File: config.mk
export PLATFORM = sky130hd
export DESIGN_NAME = exe_maint_arbiter
export DESIGN_NICKNAME = d
export VERILOG_FILES = /design/src/rtl/exe_maint_pkg.sv /design/src/rtl/exe_maint_watchdog.sv /design/src/rtl/exe_maint_arbiter.sv
export SDC_FILE = /design/constraint.sdc
export NUM_CORES = 1
export LEC_CHECK = 0
export CAP_MARGIN = 20
export CELL_PAD_IN_SITES_DETAIL_PLACEMENT = 1
export CELL_PAD_IN_SITES_GLOBAL_PLACEMENT = 2
export CORE_ASPECT_RATIO = 0.9
export CORE_UTILIZATION = 24
export CTS_CLUSTER_SIZE = 12
export DETAILED_ROUTE_END_ITERATION = 6
export PLACE_DENSITY = 0.9
export SYNTH_ARGS = -nofsm -noshare
export SYNTH_HDL_FRONTEND = slang
export SYNTH_SLANG_ARGS = --single-unit
File: constraint.sdc
create_clock -name clk -period 4.3 [get_ports clk]
set_clock_uncertainty 0.15 [all_clocks]
set_input_delay 0.86 -clock clk [delete_from_list [all_inputs] [get_ports clk]]
set_output_delay 0.86 -clock clk [all_outputs]
set_load 0.005 [all_outputs]
File: src/rtl/exe_maint_pkg.sv
// exe_maint_pkg: op encodings, FSM states and watchdog constants shared by the
// maintenance arbiter and its optional watchdog.
package exe_maint_pkg;

    typedef enum logic [2:0] {
        OP_NONE     = 3'd0,
        OP_TLBCHECK = 3'd1,
        OP_TLBFLUSH = 3'd2,
        OP_WBINVD   = 3'd3,
        OP_INVDDATA = 3'd4,
        OP_INVDCODE = 3'd5
    } maint_op_e;

    typedef enum logic [2:0] {
        ST_IDLE  = 3'd0,
        ST_ISSUE = 3'd1,
        ST_WAIT  = 3'd2,
        ST_DONE  = 3'd3,
        ST_DRAIN = 3'd4
    } maint_state_e;

    // Request vectors are ordered bit 0 = tlbcheck ... bit 4 = invdcode.
    localparam int                NUM_REQ  = 5;
    localparam int                WDOG_W   = 16;
    localparam logic [WDOG_W-1:0] WDOG_MAX = 16'hFFFF;

    function automatic maint_op_e req_priority_op(input logic [NUM_REQ-1:0] reqs);
        if (reqs[0])      return OP_TLBCHECK;
        else if (reqs[1]) return OP_TLBFLUSH;
        else if (reqs[2]) return OP_WBINVD;
        else if (reqs[3]) return OP_INVDDATA;
        else if (reqs[4]) return OP_INVDCODE;
        else              return OP_NONE;
    endfunction

    function automatic logic [NUM_REQ-1:0] op_done_vec(input maint_op_e op);
        logic [NUM_REQ-1:0] v;
        v = '0;
        case (op)
            OP_TLBCHECK: v[0] = 1'b1;
            OP_TLBFLUSH: v[1] = 1'b1;
            OP_WBINVD:   v[2] = 1'b1;
            OP_INVDDATA: v[3] = 1'b1;
            OP_INVDCODE: v[4] = 1'b1;
            default:     v    = '0;
        endcase
        return v;
    endfunction

endpackage

File: src/rtl/exe_maint_watchdog.sv
// exe_maint_watchdog: per-state cycle counter that flags a stuck downstream
// handshake once the count reaches WDOG_MAX.
module exe_maint_watchdog
    import exe_maint_pkg::*;
(
    input  logic clk,
    input  logic rst_n,
    input  logic i_run,
    input  logic i_clear,
    output logic o_expired
);

    logic [WDOG_W-1:0] r_count;

    always_ff @(posedge clk) begin
        if (!rst_n) begin
            r_count <= '0;
        end else if (i_clear) begin
            r_count <= '0;
        end else if (i_run) begin
            r_count <= r_count + 1'b1;
        end
    end

    assign o_expired = i_run && (r_count == WDOG_MAX);

endmodule

File: src/rtl/exe_maint_arbiter.sv
// exe_maint_arbiter: fixed-priority arbiter funnelling execute-stage TLB/cache
// maintenance requests onto one downstream port. Watchdog: EXE_MAINT_TIMEOUT_EN.
module exe_maint_arbiter
    import exe_maint_pkg::*;
(
    input  logic        clk,
    input  logic        rst_n,
    input  logic        exe_reset,
    input  logic        req_tlbcheck,
    input  logic        req_tlbflush,
    input  logic        req_wbinvd,
    input  logic        req_invddata,
    input  logic        req_invdcode,
    input  logic [31:0] tlbcheck_address,
    input  logic        tlbcheck_rw,
    input  logic [31:0] tlbflush_address,
    output logic        done_tlbcheck,
    output logic        done_tlbflush,
    output logic        done_wbinvd,
    output logic        done_invddata,
    output logic        done_invdcode,
    output logic        tlbcheck_page_fault,
    output logic        maint_valid,
    output logic [2:0]  maint_op,
    output logic [31:0] maint_address,
    output logic        maint_rw,
    input  logic        maint_accept,
    input  logic        maint_done,
    input  logic        maint_page_fault,
    output logic        maint_timeout
);

    maint_state_e       r_state;
    maint_state_e       w_state_next;
    maint_op_e          r_op;
    maint_op_e          w_op_next;
    maint_op_e          w_grant_op;
    logic [31:0]        r_address;
    logic [31:0]        w_address_next;
    logic [31:0]        w_grant_address;
    logic               r_rw;
    logic               w_rw_next;
    logic               w_grant_rw;
    logic [NUM_REQ-1:0] w_req_vec;
    logic [NUM_REQ-1:0] r_done;
    logic [NUM_REQ-1:0] w_done_next;
    logic               r_page_fault;
    logic               w_page_fault_next;
    logic               w_wdog_expired;

    assign w_req_vec  = {req_invdcode, req_invddata, req_wbinvd, req_tlbflush, req_tlbcheck};
    assign w_grant_op = req_priority_op(w_req_vec);

    // Only the TLB ops carry operands; everything else goes out as zero.
    always_comb begin
        w_grant_address = '0;
        w_grant_rw      = 1'b0;
        case (w_grant_op)
            OP_TLBCHECK: begin
                w_grant_address = tlbcheck_address;
                w_grant_rw      = tlbcheck_rw;
            end
            OP_TLBFLUSH: w_grant_address = tlbflush_address;
            default: ;
        endcase
    end

`ifdef EXE_MAINT_TIMEOUT_EN
    logic w_wdog_run;
    logic w_wdog_clear;
    logic r_timeout;

    assign w_wdog_run   = (r_state == ST_ISSUE) || (r_state == ST_WAIT) || (r_state == ST_DRAIN);
    assign w_wdog_clear = (w_state_next != r_state);

    exe_maint_watchdog u_watchdog (
        .clk       (clk),
        .rst_n     (rst_n),
        .i_run     (w_wdog_run),
        .i_clear   (w_wdog_clear),
        .o_expired (w_wdog_expired)
    );

    always_ff @(posedge clk) begin
        if (!rst_n) begin
            r_timeout <= 1'b0;
        end else begin
            r_timeout <= w_wdog_expired;
        end
    end

    assign maint_timeout = r_timeout;
`else
    assign w_wdog_expired = 1'b0;
    assign maint_timeout  = 1'b0;
`endif

    always_ff @(posedge clk) begin
        if (!rst_n) begin
            r_state      <= ST_IDLE;
            r_op         <= OP_NONE;
            r_address    <= '0;
            r_rw         <= 1'b0;
            r_done       <= '0;
            r_page_fault <= 1'b0;
        end else begin
            r_state      <= w_state_next;
            r_op         <= w_op_next;
            r_address    <= w_address_next;
            r_rw         <= w_rw_next;
            r_done       <= w_done_next;
            r_page_fault <= w_page_fault_next;
        end
    end

    // A flush after downstream has accepted must still wait for its maint_done.
    always_comb begin
        w_state_next = r_state;
        case (r_state)
            ST_IDLE: begin
                if (!exe_reset && (w_grant_op != OP_NONE)) w_state_next = ST_ISSUE;
            end
            ST_ISSUE: begin
                if (maint_accept)   w_state_next = exe_reset ? ST_DRAIN : ST_WAIT;
                else if (exe_reset) w_state_next = ST_IDLE;
            end
            ST_WAIT: begin
                if (maint_done)     w_state_next = exe_reset ? ST_IDLE : ST_DONE;
                else if (exe_reset) w_state_next = ST_DRAIN;
            end
            ST_DONE: w_state_next = ST_IDLE;
            ST_DRAIN: begin
                if (maint_done) w_state_next = ST_IDLE;
            end
            default: w_state_next = ST_IDLE;
        endcase
        if (w_wdog_expired) w_state_next = ST_IDLE;
    end

    always_comb begin
        w_op_next         = r_op;
        w_address_next    = r_address;
        w_rw_next         = r_rw;
        w_done_next       = '0;
        w_page_fault_next = 1'b0;
        if ((r_state == ST_IDLE) && (w_state_next == ST_ISSUE)) begin
            w_op_next      = w_grant_op;
            w_address_next = w_grant_address;
            w_rw_next      = w_grant_rw;
        end else if (w_state_next == ST_IDLE) begin
            w_op_next      = OP_NONE;
            w_address_next = '0;
            w_rw_next      = 1'b0;
        end
        if (w_wdog_expired) begin
            if ((r_state == ST_ISSUE) || (r_state == ST_WAIT)) w_done_next = op_done_vec(r_op);
        end else if ((r_state == ST_WAIT) && (w_state_next == ST_DONE)) begin
            w_done_next       = op_done_vec(r_op);
            w_page_fault_next = maint_page_fault && (r_op == OP_TLBCHECK);
        end
    end

    assign maint_valid         = (r_state == ST_ISSUE);
    assign maint_op            = r_op;
    assign maint_address       = r_address;
    assign maint_rw            = r_rw;
    assign tlbcheck_page_fault = r_page_fault;
    assign {done_invdcode, done_invddata, done_wbinvd, done_tlbflush, done_tlbcheck} = r_done;

endmodule

* After elaboration in Yosys (flattened, before gate mapping)
Index checks and enable logic that the tools add are counted.
** Operators by class
- Eq/ne operators :: 12
- Reductions and logical operators :: 10
- Mux-type cells :: 27
** Operators by type and width (number)
- $mux W32 :: 2
- $pmux W32 S2 :: 1
- $mux W3 :: 14
- $eq A3 B2 Y1 const B :: 5
- $eq A3 B1 Y1 const B :: 4
- $pmux W3 S4 :: 1
- $eq A3 B3 Y1 const B :: 3
- $mux W1 :: 8
- $logic_not A3 Y1 :: 2
- $logic_and A1 B1 Y1 :: 4
- $reduce_bool A3 Y1 :: 1
- $mux W2 :: 1
- $reduce_and A2 Y1 :: 1
- $reduce_bool A2 Y1 :: 1
- $logic_not A1 Y1 :: 1
** Storage, ports and cells
- Bits in registers :: 45
- Input bits :: 76
- Logic and storage cells :: 55
- Output and inout port bits :: 44

* Logic depth before layout (Yosys ltp)
Gate-level depths: netlist of the first run.
- Word-level depth :: 12
- Depth in mapped cells :: 7
- Depth with buffers taken out :: 4

* Worst setup path after synthesis of the first run
OpenSTA, ideal clock, no wires.
- Kind :: in2reg
- Start :: input req_invdcode
- End :: register r_address[20], in the netlist maint_address[20]
- Stages :: 5
- Setup time :: 0.074 ns
- Path slack :: 2.008 ns
- Path buffers :: 1
- Required time :: 4.076 ns
- Arrival :: 2.068 ns
- Path through :: or4_4 > o21ai_4 > buf_6 > nand3_1 > o22ai_2
** On the way
- Word-level cells in the longest chain between the ends :: 12
- Elaborated cells on any way between the ends :: 17
- Those cells by class :: eq/ne (3); mux (9); reduce/logical (5)
** Ends and longest elaborated chain
- from (decl) :: RTL line exe_maint_arbiter.sv:13 : input logic req_invdcode,
- $mux W3 (*) :: RTL line exe_maint_pkg.sv:32 : else if (reqs[4]) return OP_INVDCODE;
- $mux W3 (*) :: RTL line exe_maint_pkg.sv:31 : else if (reqs[3]) return OP_INVDDATA;
- $mux W3 (*) :: RTL line exe_maint_pkg.sv:30 : else if (reqs[2]) return OP_WBINVD;
- $mux W3 (*) :: RTL line exe_maint_pkg.sv:29 : else if (reqs[1]) return OP_TLBFLUSH;
- $mux W3 (*) :: RTL line exe_maint_pkg.sv:28 : if (reqs[0]) return OP_TLBCHECK;
- $reduce_bool A3 Y1 :: RTL line exe_maint_arbiter.sv:121 : if (!exe_reset && (w_grant_op != OP_NONE)) w_state_next = ST_ISSUE;
- $logic_and A1 B1 Y1 :: RTL line exe_maint_arbiter.sv:121
- $mux W3 :: RTL line exe_maint_arbiter.sv:121
- $pmux W3 S4 :: RTL line exe_maint_arbiter.sv:119 : case (r_state)
- $eq A3 B1 Y1 :: RTL line exe_maint_arbiter.sv:146 : if ((r_state == ST_IDLE) && (w_state_next == ST_ISSUE)) begin
- $logic_and A1 B1 Y1 :: RTL line exe_maint_arbiter.sv:146
- $mux W32 / $reduce_bool A2 Y1 (equally long branches)
- to (signal assigned) :: RTL line exe_maint_arbiter.sv:109 : r_address <= w_address_next;
- to (decl) :: RTL line exe_maint_arbiter.sv:38 : logic [31:0] r_address;
Every way passes the cells marked *; elsewhere a longest branch is shown, timed or not.
A chain may end at the register's enable or synchronous reset.

* Worst setup path after layout of the first run
- Start :: input req_invdcode
- End :: register r_address[31], in the netlist maint_address[31]
Same word-level chain as after synthesis.

==> results.sh, run 1 <==
export IMPL_status="finished, final reports clean"
export IMPL_grt_pass1_wl_um=10400
export IMPL_clk_pin_slew_ps=80
export IMPL_met3_usage_pct=3.96
export IMPL_cts_tree="built"
export IMPL_diodes=0
export IMPL_clkPwrFrac_pct=32.8
export IMPL_grt_use_met2_pct=23.0
export IMPL_use_met1_pct=16.2
export IMPL_numCtsBuffers=5
export IMPL_crit_chain="clkdlybuf4s50_1 -> or4_4 -> o21bai_4 -> buf_12 -> o22ai_2"
export IMPL_syn2layout_area_growth_pct=57.7
export IMPL_maxCapViolCount=0
export IMPL_netlist_cell_type_count=34
export IMPL_final_cells=448
export IMPL_clkLatencyLatePin_ps=280
export IMPL_drtIter0Drc=35
export IMPL_p_leak_nw=1.14
export IMPL_fillCellCount=1059
export IMPL_cts_resized=0
export IMPL_grt_usage_pct=13.2
export IMPL_critPathKind="in -> reg"
export IMPL_fin_nets=401
export IMPL_crit_required_ps=4290
export IMPL_rsz0062_at_grt="false"
export IMPL_p_per_area_nw_per_um2=271
export IMPL_end_kind="flip-flop"
export IMPL_row_count=33
export IMPL_startpoint_type="input port"
export IMPL_dieHeight_um=95.1
export IMPL_min_from="maint_address[3]"
export IMPL_clock_path_buffers=2
export IMPL_finalHoldViolCount=0
export IMPL_slew_headroom_pct=32.6
export IMPL_fin_util_pct=39.4
export IMPL_first_pass_iters=4
export IMPL_synthCells=220
export IMPL_drive_gt1_share_pct=23.0
export IMPL_comb_power_share_pct=22.2
export IMPL_postCtsSetupBuffers=0
export IMPL_antenna_found_initial=0
export IMPL_arrival_ps=2800
export IMPL_clock_sinks=45
export IMPL_place_inst=440
export IMPL_dp_hpwl_um=4940
export IMPL_drt_wirelength_per_cell_um=15.0
export IMPL_syn_area_per_cell_um2=10.5
export IMPL_drcViolationCount=0
export IMPL_finalCriticalPeriod_ps=2810
export IMPL_dieWidth_um=105
export IMPL_synth_seq_cells=45
export IMPL_ant_nets=0
export IMPL_grt_max_degree=41
export IMPL_place_congestion=0.746
export IMPL_boundaryPins=120
export IMPL_cts_hold_buf=0
export IMPL_crit_path_max_fanout=17
export IMPL_htree_levels=2
export IMPL_cpPeakStageDelay_ps=600
export IMPL_switching_share_pct=24.8
export IMPL_ys_seq_area_share_pct=38.9
export IMPL_worst_slew_pin_transition_ps=1010
export IMPL_cp_slowest_cell="or4_4"
export IMPL_p_sw_w=0.000245
export IMPL_coreArea_um2=9250
export IMPL_gr_total_overflow=0
export IMPL_dr_total_vias=2113
export IMPL_internal_power_w=0.000743
export IMPL_setup_viol_count_final=0
export IMPL_peakVddDrop_mv=0.108
export IMPL_top_usage_layer="met2"
export IMPL_yosys_warnings=0
export IMPL_p_seq_share_pct=44.9
export IMPL_start_util_pct=25.0
export IMPL_p_total_w=0.000988
export IMPL_max_freq_mhz=356
export IMPL_totalWireLength_um=6700
export IMPL_crit_start="req_invdcode"
export IMPL_cts_root_buffer="clkbuf_8"
export IMPL_die_area_um2=10000
export IMPL_synth_nets=296
export IMPL_slew_viol_final=0
export IMPL_synth_area_um2=2310
export IMPL_grt_pass1_vias=2085
export IMPL_vias_per_cell=4.72
export IMPL_timing_rr_start="r_state[1]"
export IMPL_port_buffers=118
export IMPL_tns_ps=0
export IMPL_hold_path_class="reg -> reg"
export IMPL_min_period_over_period_pct=65.4
-- power by group through the flow --
stage          clock [W]  sequential, W  combinational (W)
2_1_floorplan          0       0.000452           0.000109
3_3_place_gp           0       0.000453           0.000219
3_5_place_dp           0       0.000454           0.000224
4_1_cts         0.000340       0.000444           0.000224
5_1_grt         0.000365       0.000446           0.000236
6_report        0.000324       0.000444           0.000220
-- through the flow --
step / hold slack (ps) / setup slack, ps / area, µm²
2_1_floorplan: 309 / 2010 / 2310
3_3_place_gp: 316 / 1210 / 3530
3_5_place_dp: 323 / 1150 / 3530
4_1_cts: 334 / 1470 / 3650
5_1_grt: 349 / 1380 / 3650
6_report: 331 / 1490 / 3650
-- sequential cells by signal, summed over array words and instances (netlist names) --
name                 flops
maint_address           32
maint_op                 3
maint_rw                 1
r_done                   5
r_state                  3
tlbcheck_page_fault      1
-- worst paths after layout --
path / slack [ps] / depth (start not counted) / endpoint
max reg2reg: 2170 / 4 / maint_address[2]
min: 330 / 2 / maint_address[3]
min reg2reg: 330 / 2 / maint_address[3]
max: 1490 / 5 / maint_address[31]
-- critical path, delay by kind of cell --
family	cells	cell delay [ps]
AO/OA/AOI/OAI	2	660
AND/OR/NAND/NOR	1	600
buffers and inverters	2	690
-- kinds of logic after synthesis --
family                 after synthesis  synth area share (%)
and+or+nand+nor                     67                  22.0
other                                1                 0.162
buffers and inverters               26                  7.36
DFF                                 45                  38.9
AOI/OAI and AO/OA                   81                  31.6
-- layout make-up --
type,count,area [µm²],share of cell area [%]
flip-flops and latches,45,901,24.7
multi-input cells,149,1250,34.4
inverters,1,3.75,0.103
clock inverters,1,30.0,0.823
well taps,122,153,4.18
repair buffers,123,1220,33.5
clock buffers,7,86.3,2.37
-- synth_stat cells --
cell type / count / area share (%)
a21boi_0: 1 / 0.32
a21oi_1: 5 / 1.1
a22oi_1: 33 / 11
and2_1: 1 / 0.27
and3_1: 1 / 0.27
buf_2: 7 / 1.5
buf_4: 3 / 0.97
buf_6: 7 / 3.4
clkbuf_1: 8 / 1.3
conb_1: 1 / 0.16
dfxtp_1: 45 / 39
inv_1: 1 / 0.16
nand2_1: 3 / 0.49
nand2b_1: 4 / 1.1
nand3_1: 8 / 1.7
nand3_2: 28 / 12
nand3b_1: 4 / 1.3
nor2_1: 5 / 0.81
nor2b_1: 2 / 0.54
nor3_1: 3 / 0.65
nor3b_1: 1 / 0.32
nor4_1: 2 / 0.54
o21a_1: 1 / 0.32
o21ai_0: 2 / 0.43
o21ai_1: 2 / 0.43
o21ai_4: 1 / 0.70
o21bai_2: 1 / 0.49
o22ai_1: 6 / 1.6
o22ai_2: 28 / 15
o31ai_1: 1 / 0.32
or3_1: 2 / 0.54
or3b_1: 1 / 0.38
or4_4: 1 / 0.49
or4b_1: 1 / 0.43
-- placed cells by master (no fill, tap or decap), drive strengths merged, types with 3 or more instances in the layout --
| cell type | Yosys | routed |
|---|---|---|
| clkdlybuf4s50 | 0 | 116 |
| dfxtp | 45 | 45 |
| nand3 | 36 | 36 |
| o22ai | 34 | 34 |
| a22oi | 33 | 33 |
| clkbuf | 8 | 7 |
| buf | 17 | 7 |
| a21oi | 5 | 5 |
| nor2 | 5 | 5 |
| o21ai | 5 | 5 |
| nand3b | 4 | 4 |
| nand2b | 4 | 4 |
| nor3 | 3 | 3 |
| nand2 | 3 | 3 |
-- per-layer routing --
metal | share of wire [%] | vias to the layer above
met1 | 45 | 991
li1 | - | 1049
met2 | 48 | 71
met5 | 0 | -
met4 | 0.60 | 0
met3 | 6.6 | 2
No activity file was read; power rests on OpenSTA's default activity.
==> inputs of run 2 (changes only) <==
--- a/config.mk
+++ b/config.mk
@@ -9,10 +9,10 @@
 export CELL_PAD_IN_SITES_DETAIL_PLACEMENT = 1
 export CELL_PAD_IN_SITES_GLOBAL_PLACEMENT = 2
 export CORE_ASPECT_RATIO = 0.9
-export CORE_UTILIZATION = 24
+export CORE_UTILIZATION = 20
 export CTS_CLUSTER_SIZE = 12
 export DETAILED_ROUTE_END_ITERATION = 6
-export PLACE_DENSITY = 0.9
+export PLACE_DENSITY = 0.81
 export SYNTH_ARGS = -nofsm -noshare
 export SYNTH_HDL_FRONTEND = slang
 export SYNTH_SLANG_ARGS = --single-unit
==> constraint.sdc (replaced) <==
create_clock -name clk -period 2.43 [get_ports clk]
set_clock_uncertainty 0.15 [all_clocks]
set_input_delay 0.486 -clock clk [delete_from_list [all_inputs] [get_ports clk]]
set_output_delay 0.486 -clock clk [all_outputs]
set_load 0.005 [all_outputs]
==> results.sh, run 2 (synthesis results as in run 1) <==
export IMPL_setup_viol_count_final=0
export IMPL_totalWireLength_um=7370
export IMPL_grt_pass1_wl_um=11200
export IMPL_dieWidth_um=115
export IMPL_diodes=0
export IMPL_grt_pass1_vias=2203
export IMPL_maxCapViolCount=0
export IMPL_cts_tree="built"
export IMPL_crit_chain="nor3b_1 -> clkdlybuf4s50_1"
export IMPL_drtIter0Drc=50
export IMPL_p_total_w=0.00200
export IMPL_rsz0062_at_grt="false"
export IMPL_gr_total_overflow=0
export IMPL_switching_share_pct=24.0
export IMPL_htree_levels=2
export IMPL_end_kind="primary output"
export IMPL_cp_slowest_cell="clkdlybuf4s50_1"
export IMPL_grt_usage_pct=12.0
export IMPL_slew_viol_final=0
export IMPL_clk_pin_slew_ps=60
export IMPL_arrival_ps=1540
export IMPL_cts_root_buffer="clkbuf_16"
export IMPL_finalCriticalPeriod_ps=2180
export IMPL_path_buf_inv=1
export IMPL_cts_resized=0
export IMPL_first_pass_iters=4
export IMPL_clkPwrFrac_pct=39.3
export IMPL_dr_total_vias=2203
export IMPL_p_leak_nw=1.23
export IMPL_die_area_um2=12000
export IMPL_p_seq_share_pct=39.3
export IMPL_clock_sinks=45
export IMPL_row_count=36
export IMPL_critPathKind="reg -> out"
export IMPL_hold_path_class="reg -> reg"
export IMPL_max_freq_mhz=459
export IMPL_boundaryPins=120
export IMPL_critPathTopFamily="buffers and inverters"
export IMPL_crit_start="r_state[0]"
export IMPL_timing_rr_start="r_state[1]"
export IMPL_status="finished, final reports clean"
export IMPL_p_per_area_nw_per_um2=518
export IMPL_cts_hold_buf=0
export IMPL_drcViolationCount=0
export IMPL_dieHeight_um=104
export IMPL_layout_common_cells="116 x clkdlybuf4s50_1, 45 x dfxtp_1, 33 x a22oi_1"
export IMPL_startpoint_type="flip-flop"
export IMPL_p_sw_w=0.000480
export IMPL_antenna_found_initial=0
export IMPL_finalHoldViolCount=0
export IMPL_tns_ps=0
export IMPL_start_util_pct=21.0
export IMPL_crit_required_ps=1790
export IMPL_peakVddDrop_mv=0.249
export IMPL_crit_path_max_fanout=11
export IMPL_final_common_cell="clkdlybuf4s50_1"
export IMPL_coreArea_um2=11000
export IMPL_internal_power_w=0.00152
export IMPL_vias_per_cell=4.53
export IMPL_cpPeakStageDelay_ps=530
export IMPL_place_congestion=0.723
export IMPL_min_period_over_period_pct=89.7
export IMPL_clkLatencyLatePin_ps=280
export IMPL_port_buffers=118
export IMPL_syn2layout_area_growth_pct=67.1
export IMPL_drive_gt1_share_pct=24.9
export IMPL_postCtsSetupBuffers=0
export IMPL_numCtsBuffers=5
export IMPL_grt_max_degree=21
export IMPL_clock_path_buffers=2
export IMPL_whs_ps=329
export IMPL_ant_nets=0
export IMPL_comb_power_share_pct=21.3
export IMPL_slew_headroom_pct=65.5
export IMPL_drt_wirelength_per_cell_um=15.2
export IMPL_dp_hpwl_um=5520
export IMPL_largest_reg_flops=32
export IMPL_fin_nets=409
export IMPL_min_from="maint_address[2]"
export IMPL_worst_slew_pin_transition_ps=513
[run 2: cell count changes in the layout (fill, tap and decap cells not counted), sizes merged]
cell,previous run,this run
buf,7,15
[run 2: path summary, 6_finish.rpt]
kind | cells after the start | to | slack (ps)
worst min-delay path | 2 | maint_address[2] | 330
worst min register to register | 2 | maint_address[2] | 330
worst max register to register | 5 | maint_address[20] | 690
worst max-delay path | 2 | maint_valid | 250
[run 2: through the flow]
step	cells	setup slack, ps	utilization (%)	area [µm²]
after floorplan	220	512	-	2310
after global routing	486	169	35.0	3860
final	486	250	35.0	3860
after global placement	478	32.4	33.5	3690
after CTS	486	236	35.0	3860
after detailed placement	478	-45.1	33.5	3690
[run 2: power by group through the flow]
stage	sequential [W]	combinational, W	clock, W
floorplan	0.000800	0.000192	0
finish	0.000787	0.000427	0.000787
global route	0.000790	0.000457	0.000855
detailed placement	0.000803	0.000434	0
global placement	0.000803	0.000426	0
CTS	0.000787	0.000436	0.000815
[run 2: layout make-up]
class / instances / area [µm²]
sequential: 45 / 901
timing repair buffer: 131 / 1340
fill: 1242 / 7170
multi-input combinational: 149 / 1250
clock buffer: 7 / 143
clock inverter: 1 / 30.0
inverter: 1 / 3.75
tap: 152 / 190
[run 2: worst reg2reg max path, stage by stage (launching register included)]
cell,delay (ps)
dfxtp_1,400
nor4_1,520
o21ai_4,150
buf_12,190
nand3_1,120
o22ai_2,80
[run 2: routing by layer]
layer | share of wire (%) | GRT usage [%] | up-vias | routed length (µm)
met5 | 0 | 0 | - | 0
met3 | 6.2 | 2.97 | 2 | 454
met2 | 49 | 20.8 | 72 | 3630
met1 | 44 | 14.4 | 1063 | 3230
li1 | - | - | 1066 | -
met4 | 0.75 | 3.34 | 0 | 55
==> inputs of run 3 (changes only) <==
--- a/config.mk
+++ b/config.mk
@@ -6,13 +6,14 @@
 export NUM_CORES = 1
 export LEC_CHECK = 0
 export CAP_MARGIN = 20
-export CELL_PAD_IN_SITES_DETAIL_PLACEMENT = 1
-export CELL_PAD_IN_SITES_GLOBAL_PLACEMENT = 2
+export CELL_PAD_IN_SITES_DETAIL_PLACEMENT = 0
+export CELL_PAD_IN_SITES_GLOBAL_PLACEMENT = 1
 export CORE_ASPECT_RATIO = 0.9
-export CORE_UTILIZATION = 20
+export CORE_UTILIZATION = 26
 export CTS_CLUSTER_SIZE = 12
 export DETAILED_ROUTE_END_ITERATION = 6
-export PLACE_DENSITY = 0.81
+export PLACE_DENSITY = 0.82
+export RECOVER_POWER = 25
 export SYNTH_ARGS = -nofsm -noshare
 export SYNTH_HDL_FRONTEND = slang
 export SYNTH_SLANG_ARGS = --single-unit
==> results.sh, run 3 (synthesis results as in run 1) <==
export IMPL_status="finished, final reports clean"
export IMPL_dieHeight_um=91.5
export IMPL_worst_slew_pin_transition_ps=752
export IMPL_grt_max_degree=40
export IMPL_regArea_um2=901
export IMPL_port_buffers=118
export IMPL_row_count=32
export IMPL_arrival_ps=1530
export IMPL_gr_total_overflow=0
export IMPL_clock_sinks=45
export IMPL_final_cells=451
export IMPL_max_freq_mhz=461
export IMPL_coreArea_um2=8610
export IMPL_switching_share_pct=24.4
export IMPL_drt_wirelength_per_cell_um=14.3
export IMPL_internal_power_w=0.00140
export IMPL_dr_total_vias=2164
export IMPL_finalHoldViolCount=0
export IMPL_die_area_um2=9280
export IMPL_cts_tree="built"
export IMPL_met3_usage_pct=3.85
export IMPL_p_seq_share_pct=42.2
export IMPL_p_sw_w=0.000454
export IMPL_grt_usage_pct=13.9
export IMPL_clkPwrFrac_pct=35.9
export IMPL_htree_levels=2
export IMPL_drtIter0Drc=47
export IMPL_use_met1_pct=16.8
export IMPL_crit_path_max_fanout=11
export IMPL_peakVddDrop_mv=0.324
export IMPL_fin_nets=407
export IMPL_cts_hold_buf=0
export IMPL_dp_hpwl_um=4640
export IMPL_hold_path_class="reg -> reg"
export IMPL_dieWidth_um=101
export IMPL_final_common_cell="clkdlybuf4s50_1"
export IMPL_boundaryPins=120
export IMPL_finalCriticalPeriod_ps=2170
export IMPL_cts_resized=0
export IMPL_comb_power_share_pct=21.8
export IMPL_clock_path_buffers=2
export IMPL_clkLatencyLatePin_ps=290
export IMPL_place_inst=443
export IMPL_end_kind="primary output"
export IMPL_drive_gt1_share_pct=24.7
export IMPL_antenna_found_initial=0
export IMPL_numCtsBuffers=5
export IMPL_tns_ps=0
export IMPL_totalWireLength_um=6440
export IMPL_critPathKind="reg -> out"
export IMPL_largest_reg_flops=32
export IMPL_layout_common_cells="96 x clkdlybuf4s50_1, 45 x dfxtp_1, 33 x a22oi_1"
export IMPL_slew_viol_final=0
export IMPL_grt_pass1_vias=2058
export IMPL_place_congestion=0.690
export IMPL_syn2layout_area_growth_pct=61.9
export IMPL_maxCapViolCount=0
export IMPL_ant_nets=0
export IMPL_slew_headroom_pct=49.7
export IMPL_grt_pass1_wl_um=10000
export IMPL_multi_input_comb_area_um2=1250
export IMPL_min_period_over_period_pct=89.3
export IMPL_p_leak_nw=1.25
export IMPL_start_util_pct=26.9
export IMPL_setup_viol_count_final=0
export IMPL_fillCellCount=820
export IMPL_vias_per_cell=4.80
export IMPL_p_per_area_nw_per_um2=496
export IMPL_top_usage_layer="met2"
export IMPL_crit_required_ps=1790
export IMPL_first_pass_iters=4
export IMPL_drcViolationCount=0
export IMPL_startpoint_type="flip-flop"
export IMPL_clk_pin_slew_ps=90
export IMPL_rsz0062_at_grt="false"
export IMPL_postCtsSetupBuffers=0
export IMPL_diodes=0
export IMPL_grt_use_met2_pct=24.0
export IMPL_cts_root_buffer="clkbuf_8"
-- run 3: cell type report --
cell class,instances,share of cell area (%)
clock buffers,5,1.84
clock inverters,3,1.74
inverters,1,0.100
multi-input cells,149,33.5
flip-flops and latches,45,24.1
well taps,119,3.98
repair buffers,129,34.8
-- run 3: critical path: stages (launching register included) --
cell and delay [ps]:
dfxtp_1 500, nor3b_1 220, clkdlybuf4s50_1 530
-- run 3: final timing paths --
path                     startpoint                 to  slack [ps]  depth (start not counted)
setup reg to reg         r_state[1]  maint_address[21]         700                          4
hold reg to reg   maint_address[19]  maint_address[19]         330                          2
setup / recovery         r_state[0]        maint_valid         260                          2
hold / removal    maint_address[19]  maint_address[19]         330                          2
-- run 3: per-layer routing --
| metal | wire [µm] | vias to the layer above |
|---|---|---|
| met5 | 0 | - |
| met1 | 2700 | 1014 |
| met2 | 3150 | 81 |
| met4 | 48 | 0 |
| li1 | - | 1067 |
| met3 | 538 | 2 |
-- run 3: stage by stage --
step           hold slack, ps  area [µm²]  util (%)  total power (W)  worst slack (ps)
2_1_floorplan             309        2310         -         0.000992               512
3_3_place_gp              315        3610      41.9          0.00121             -6.20
3_5_place_dp              321        3610      41.9          0.00122             -87.0
4_1_cts                   335        3740      43.5          0.00189               233
5_1_grt                   344        3740      43.5          0.00195               125
6_report                  326        3740      43.5          0.00186               260
-- run 3: power groups by stage --
| stage | Sequential (W) | Combinational (W) | Clock [W] |
|---|---|---|---|
| after floorplan | 0.000800 | 0.000192 | 0 |
| after global placement | 0.000802 | 0.000410 | 0 |
| after detailed placement | 0.000802 | 0.000414 | 0 |
| after CTS | 0.000785 | 0.000415 | 0.000692 |
| after global routing | 0.000789 | 0.000434 | 0.000722 |
| final | 0.000785 | 0.000406 | 0.000667 |
